**config.mk**
```make
export PLATFORM = sky130hd
export DESIGN_NAME = gobou_mac_ctrl_flat
export DESIGN_NICKNAME = d
export VERILOG_FILES = /design/src/rtl/gobou_mac_ctrl_if.sv /design/src/rtl/gobou_mac_ctrl.sv /design/src/flat_wrapper.sv
export SDC_FILE = /design/constraint.sdc
export NUM_CORES = 1
export LEC_CHECK = 0
export BUFFER_PORTS_ARGS = -buffer_cell sky130_fd_sc_hd__buf_2
export CORE_MARGIN = 5
export CORE_UTILIZATION = 40
export CTS_CLUSTER_DIAMETER = 30
export DETAILED_ROUTE_END_ITERATION = 12
export GPL_ROUTABILITY_DRIVEN = 0
export GPL_TIMING_DRIVEN = 0
export SLEW_MARGIN = 20
export SYNTH_ARGS = -nofsm -noshare
export SYNTH_HDL_FRONTEND = slang
export SYNTH_SLANG_ARGS = --single-unit
export TNS_END_PERCENT = 5
```
**constraint.sdc**
```tcl
create_clock -name clk -period 3.65 [get_ports clk]
set_input_delay 0.5475 -clock clk [delete_from_list [all_inputs] [get_ports clk]]
set_output_delay 0.5475 -clock clk [all_outputs]
set_load 0.05 [all_outputs]
```
**src/rtl/gobou_mac_ctrl_if.sv**
```systemverilog
// gobou mac sequencer bus: layer-controller request/ack plus
// mac strobes and memory addresses driven by the sequencer.
interface gobou_mac_ctrl_if #(
  parameter int NIN_W   = 12,
  parameter int NOUT_W  = 10,
  parameter int WADDR_W = 22
);
  logic               req;
  logic [NIN_W-1:0]   n_in;
  logic [NOUT_W-1:0]  n_out;
  logic               busy;
  logic               ack;
  logic [NIN_W-1:0]   in_addr;
  logic [WADDR_W-1:0] w_addr;
  logic               accum_we;
  logic               out_en;
  logic               mac_reset;
  logic               out_we;
  logic [NOUT_W-1:0]  out_addr;

  modport master (
    output req, n_in, n_out,
    input  busy, ack, in_addr, w_addr,
    input  accum_we, out_en, mac_reset,
    input  out_we, out_addr
  );

  modport slave (
    input  req, n_in, n_out,
    output busy, ack, in_addr, w_addr,
    output accum_we, out_en, mac_reset,
    output out_we, out_addr
  );
endinterface

```
**src/rtl/gobou_mac_ctrl.sv**
```systemverilog
// gobou mac sequencer: walks input/weight addresses per neuron
// and drives accum_we / out_en / mac_reset / out_we strobes.
module gobou_mac_ctrl #(
  parameter int NIN_W   = 12,
  parameter int NOUT_W  = 10,
  parameter int WADDR_W = 22,
  parameter int MAC_LAT = 2
) (
  input  logic            clk,
  input  logic            xrst,
  gobou_mac_ctrl_if.slave bus
);
  localparam int DW = $clog2(MAC_LAT + 1);

  typedef enum logic [2:0] {
    IDLE, FEED, DRAIN, OUT, CLEAR, DONE
  } state_e;

  state_e             state_q, state_d;
  logic [NIN_W-1:0]   nin_q, nin_d;
  logic [NIN_W-1:0]   i_q, i_d;
  logic [NOUT_W-1:0]  nout_q, nout_d;
  logic [NOUT_W-1:0]  o_q, o_d;
  logic [WADDR_W-1:0] w_q, w_d;
  logic [DW-1:0]      dc_q, dc_d;
  logic [MAC_LAT-1:0] dl_q, dl_d;

  logic feed_valid;
  logic last_term;
  logic last_neuron;
  logic drain_end;
  logic zero_len;

  assign feed_valid  = (state_q == FEED);
  assign last_term   = (i_q == nin_q - NIN_W'(1));
  assign last_neuron = (o_q == nout_q - NOUT_W'(1));
  assign drain_end   = (dc_q == DW'(MAC_LAT - 1));
  assign zero_len    = (bus.n_in == '0) || (bus.n_out == '0);

  // state and datapath registers, cleared asynchronously on xrst
  always_ff @(posedge clk or posedge xrst) begin
    if (xrst) begin
      state_q <= IDLE;
      nin_q   <= '0;
      nout_q  <= '0;
      i_q     <= '0;
      o_q     <= '0;
      w_q     <= '0;
      dc_q    <= '0;
      dl_q    <= '0;
    end else begin
      state_q <= state_d;
      nin_q   <= nin_d;
      nout_q  <= nout_d;
      i_q     <= i_d;
      o_q     <= o_d;
      w_q     <= w_d;
      dc_q    <= dc_d;
      dl_q    <= dl_d;
    end
  end

  // next-state sequencing across feed/drain/out/clear per neuron
  always_comb begin
    state_d = state_q;
    unique case (state_q)
      IDLE:  if (bus.req) state_d = zero_len ? DONE : FEED;
      FEED:  if (last_term) state_d = DRAIN;
      DRAIN: if (drain_end) state_d = OUT;
      OUT:   state_d = CLEAR;
      CLEAR: state_d = last_neuron ? DONE : FEED;
      DONE:  state_d = IDLE;
      default: state_d = IDLE;
    endcase
  end

  // term/neuron/weight counters; weight address only ever increments
  always_comb begin
    nin_d  = nin_q;
    nout_d = nout_q;
    i_d    = i_q;
    o_d    = o_q;
    w_d    = w_q;
    dc_d   = '0;
    dl_d   = (dl_q << 1) | MAC_LAT'(feed_valid);
    unique case (state_q)
      IDLE: begin
        if (bus.req) begin
          nin_d  = bus.n_in;
          nout_d = bus.n_out;
          i_d    = '0;
          o_d    = '0;
          w_d    = '0;
        end
      end
      FEED: begin
        if (!last_term) begin
          i_d = i_q + NIN_W'(1);
          w_d = w_q + WADDR_W'(1);
        end
      end
      DRAIN: dc_d = dc_q + DW'(1);
      CLEAR: begin
        if (!last_neuron) begin
          o_d = o_q + NOUT_W'(1);
          i_d = '0;
          w_d = w_q + WADDR_W'(1);
        end
      end
      default: ;
    endcase
  end

  // strobes decoded from registered state; all zero during reset
  always_comb begin
    bus.busy      = (state_q != IDLE);
    bus.ack       = 1'b0;
    bus.out_en    = 1'b0;
    bus.mac_reset = 1'b0;
    bus.out_we    = 1'b0;
    bus.out_addr  = '0;
    bus.in_addr   = i_q;
    bus.w_addr    = w_q;
    bus.accum_we  = dl_q[MAC_LAT-1];
    unique case (1'b1)
      (state_q == OUT): bus.out_en = 1'b1;
      (state_q == CLEAR): begin
        bus.mac_reset = 1'b1;
        bus.out_we    = 1'b1;
        bus.out_addr  = o_q;
      end
      (state_q == DONE): bus.ack = 1'b1;
      default: ;
    endcase
  end
endmodule
```
**src/flat_wrapper.sv**
```systemverilog
// flat-port wrapper written by rule: the top's interface ports become plain ports
module gobou_mac_ctrl_flat 
#(
  parameter int NIN_W   = 12,
  parameter int NOUT_W  = 10,
  parameter int WADDR_W = 22,
  parameter int MAC_LAT = 2
)
  (clk, xrst, bus_req, bus_n_in, bus_n_out, bus_busy, bus_ack, bus_in_addr, bus_w_addr, bus_accum_we, bus_out_en, bus_mac_reset, bus_out_we, bus_out_addr);
  gobou_mac_ctrl_if #(.NIN_W(NIN_W), .NOUT_W(NOUT_W), .WADDR_W(WADDR_W)) bus_i ();
  input  logic clk;
  input  logic xrst;
  input wire logic [$bits(bus_i.req)-1:0] bus_req;
  input wire logic [$bits(bus_i.n_in)-1:0] bus_n_in;
  input wire logic [$bits(bus_i.n_out)-1:0] bus_n_out;
  output wire logic [$bits(bus_i.busy)-1:0] bus_busy;
  output wire logic [$bits(bus_i.ack)-1:0] bus_ack;
  output wire logic [$bits(bus_i.in_addr)-1:0] bus_in_addr;
  output wire logic [$bits(bus_i.w_addr)-1:0] bus_w_addr;
  output wire logic [$bits(bus_i.accum_we)-1:0] bus_accum_we;
  output wire logic [$bits(bus_i.out_en)-1:0] bus_out_en;
  output wire logic [$bits(bus_i.mac_reset)-1:0] bus_mac_reset;
  output wire logic [$bits(bus_i.out_we)-1:0] bus_out_we;
  output wire logic [$bits(bus_i.out_addr)-1:0] bus_out_addr;
  assign bus_i.req = bus_req;
  assign bus_i.n_in = bus_n_in;
  assign bus_i.n_out = bus_n_out;
  assign bus_busy = bus_i.busy;
  assign bus_ack = bus_i.ack;
  assign bus_in_addr = bus_i.in_addr;
  assign bus_w_addr = bus_i.w_addr;
  assign bus_accum_we = bus_i.accum_we;
  assign bus_out_en = bus_i.out_en;
  assign bus_mac_reset = bus_i.mac_reset;
  assign bus_out_we = bus_i.out_we;
  assign bus_out_addr = bus_i.out_addr;
  gobou_mac_ctrl #(.NIN_W(NIN_W), .NOUT_W(NOUT_W), .WADDR_W(WADDR_W), .MAC_LAT(MAC_LAT)) u_core (.clk(clk), .xrst(xrst), .bus(bus_i));
endmodule
```
==> metrics.txt <==
H-tree lvl count 3; P per Cell Area 690.0 mW/mm^2; WS Path Type register to register; area grow syn2layout 18.46%; Metal-1 WL 5464 um; mean number of vias per cell around 5.5; LEAKAGE approximately 0.0024 uW; flops & latches, synth 73; Die Area ~0.013 mm^2; status complete, no violations; DIE HEIGHT ~120 um; Synth area leader dfrtp_1; hold-fix buffer count after cts 0; Congestion Overflow GR 0; GRT Resource Usage Total 0.1943; first-pass GRT wire length about 20000 um; CP startpoint kind register; post-CTS setup buffer count 0; total CTS buffers 9; unrepaired setup endpoints after global routing false; post-synth top area share 0.4114; core box area roughly 0.011 mm^2; Initial Util 0.4096; ys async rst share 1.000; synthesized net count roughly 540; Post-synth EDFFs 0; CTS root buf clkbuf_8; max_cap viols 0; Hold WC Path Type input port to async pin; largest net degree at the start of global routing 53; DRT Pass-1 Iters 5; Rel. slew slack 0.3993; DRT iter0 DRCs ~260; synth top area cells dfrtp_1 (41%), nand2_1 (7.9%), xnor2_1 (3.9%); Layout Skew between 0.015 and 0.02 ns; cell family with the largest share of critical-path delay simple AND/OR/NAND/NOR gates; Total Negative Setup Slacks 0 ns; met2 WL ~5800 um; post-layout min period 3.373 ns; top_reg_cell synth dfrtp_1; Post-Syn Area 0.004441 mm^2; Worst Setup End Kind register; Post-DRT Antenna Nets 0; vias post-DR around 4100; top sig layer met4; die width 115.4 um; worst stage delay on the critical path about 0.5 ns; DR WL met3 around 700 um; worst skew pair latency 0.37 ns; Worst Max-Slew Pin Slew 0.8936 ns; DRC violations left 0; CP cell instances inv_1 -> ha_1 -> buf_2 -> nor2b_1 -> or3_1 -> a31oi_1 -> o2111ai_1 -> or4_4 -> o211ai_4 -> buf_4 -> buf_4 -> o21ai_0 -> o41ai_1; routed len/inst between 15 and 20 um; Placed Instances slightly above 700; Clk pin slew, worst setup/hold paths around 0.09 ns; Slew Limit Fails 0; top-count cell post-synth nand2_1; post-CTS sizing 0; Post-synth top cells nand2_1 (93), dfrtp_1 (73), nor2_1 (31); clock sink count 73; nets 629; ANT cells 0; I/O Pins 75; CTS tree built; Worst Path Required a little under 4 ns; CP max stage cell or4_4; post-synthesis cell type count 60; Final Hold Viols 0; crit-path most repeated cell buf_4; Buffers & Inverters on Critical Path 4; Final setup violation count 0; critical path arrival 3.63 ns; sequential area share after synthesis 0.4114; vias in the first global route between 4000 and 5000; total length of routed wires roughly 12000 um; DP HPWL 8989 um; maximum clock insertion buffer count 2; # rows 38; Post-Syn Area per Cell 8.673 um^2; CP Max Fanout 10; Synth Warn # 0; initial antenna violation count 0; Cell Count, Final, Fillers Out about 740; layout cell share with drive strength beyond 1 0.1957; fin crit share 0.9241; number of port buffers 74; f_max just under 0.3 GHz; Max rail drop VDD roughly 0.00032 V; gate count of the mapped netlist slightly above 500
## report_power, final
group | total (uW) | internal (uW) | switching (uW)
clock network | 757 | 441 | 316
logic | 1580 | 606 | 978
registers | 1290 | 1000 | 285
total | 3630 | 2050 | 1580
## area by class of cell
type | count | area, um^2
clock inverter | 4 | 73.82
sequential | 73 | 1827
fill | 1046 | 5580
buffer | 29 | 137.6
multi-input combinational | 396 | 2429
tap | 140 | 175.2
clock buffer | 12 | 165.2
timing repair buffer | 75 | 397.9
inverter | 14 | 55.05
## cell usage in the layout (no fill, tap or decap), types with 12 or more instances in the layout
master	synthesis	routed
a21oi_1	22	22
and3_1	16	16
buf_2	2	76
clkbuf_1	21	21
clkbuf_8	0	12
dfrtp_1	73	73
inv_1	14	13
nand2_1	93	93
nand3_1	23	23
nand4_1	12	12
nor2_1	31	31
o21ai_0	25	25
o31ai_1	13	13
or3_1	12	12
xnor2_1	20	20
xor2_1	17	17
## path summary, 6_finish.rpt
path	cells past startpoint	slack, ns	from	to
worst min-delay path	2	0.13	xrst	u_core.o_q[8]$_DFFE_PP0P_
worst max register to register	13	0.28	u_core.nin_q[0]$_DFFE_PP0P_	u_core.bus.w_addr[17]$_DFFE_PP0P_
worst min register to register	0	0.36	u_core.dl_q[0]$_DFF_PP0_	u_core.dl_q[1]$_DFF_PP0_
worst max-delay path	13	0.28	u_core.nin_q[0]$_DFFE_PP0P_	u_core.bus.w_addr[17]$_DFFE_PP0P_
max in group asynchronous	3	2.95	xrst	u_core.nin_q[2]$_DFFE_PP0P_
min in group clk	0	0.36	u_core.dl_q[0]$_DFF_PP0_	u_core.dl_q[1]$_DFF_PP0_
## routing by layer
layer	global-route usage	vias up
met3	0.05947	12
met2	0.3160	93
met4	0.04225	0
li1	-	2006
met5	0	-
met1	0.2566	1948
## flip-flops by register name (all words and copies together), names as in the netlist
signal	flops
u_core.bus.in_addr	12
u_core.bus.w_addr	22
u_core.dc_q	2
u_core.dl_q	2
u_core.nout_q	10
u_core.state_q	3
u_core.o_q	10
u_core.nin_q	12
## stage by stage
| step | power (uW) | hold slack, ns | cell area, um^2 | utilization | setup WS (ns) |
|---|---|---|---|---|---|
| finish | 3629 | 0.1345 | 5260 | 0.4852 | 0.2770 |
| global route | 3908 | 0.1368 | 5260 | 0.4852 | 0.07928 |
| CTS | 3664 | 0.1241 | 5260 | 0.4852 | 0.2466 |
| detailed placement | 2885 | 0.3427 | 5021 | 0.4632 | 0.2708 |
| global placement | 2832 | 0.3340 | 4986 | 0.4599 | 0.2128 |
| floorplan | 2491 | 0.3312 | 4441 | - | 0.7666 |
## kinds of logic after synthesis
logic type | Yosys count | synth area share
buf+inv | 43 | 0.04283
mux | 5 | 0.01155
compound gates | 98 | 0.1448
flops | 73 | 0.4114
xor+xnor | 38 | 0.07805
simple gates | 249 | 0.2944
fa+ha+maj | 6 | 0.01691
Power figures use the tool's default switching activity.
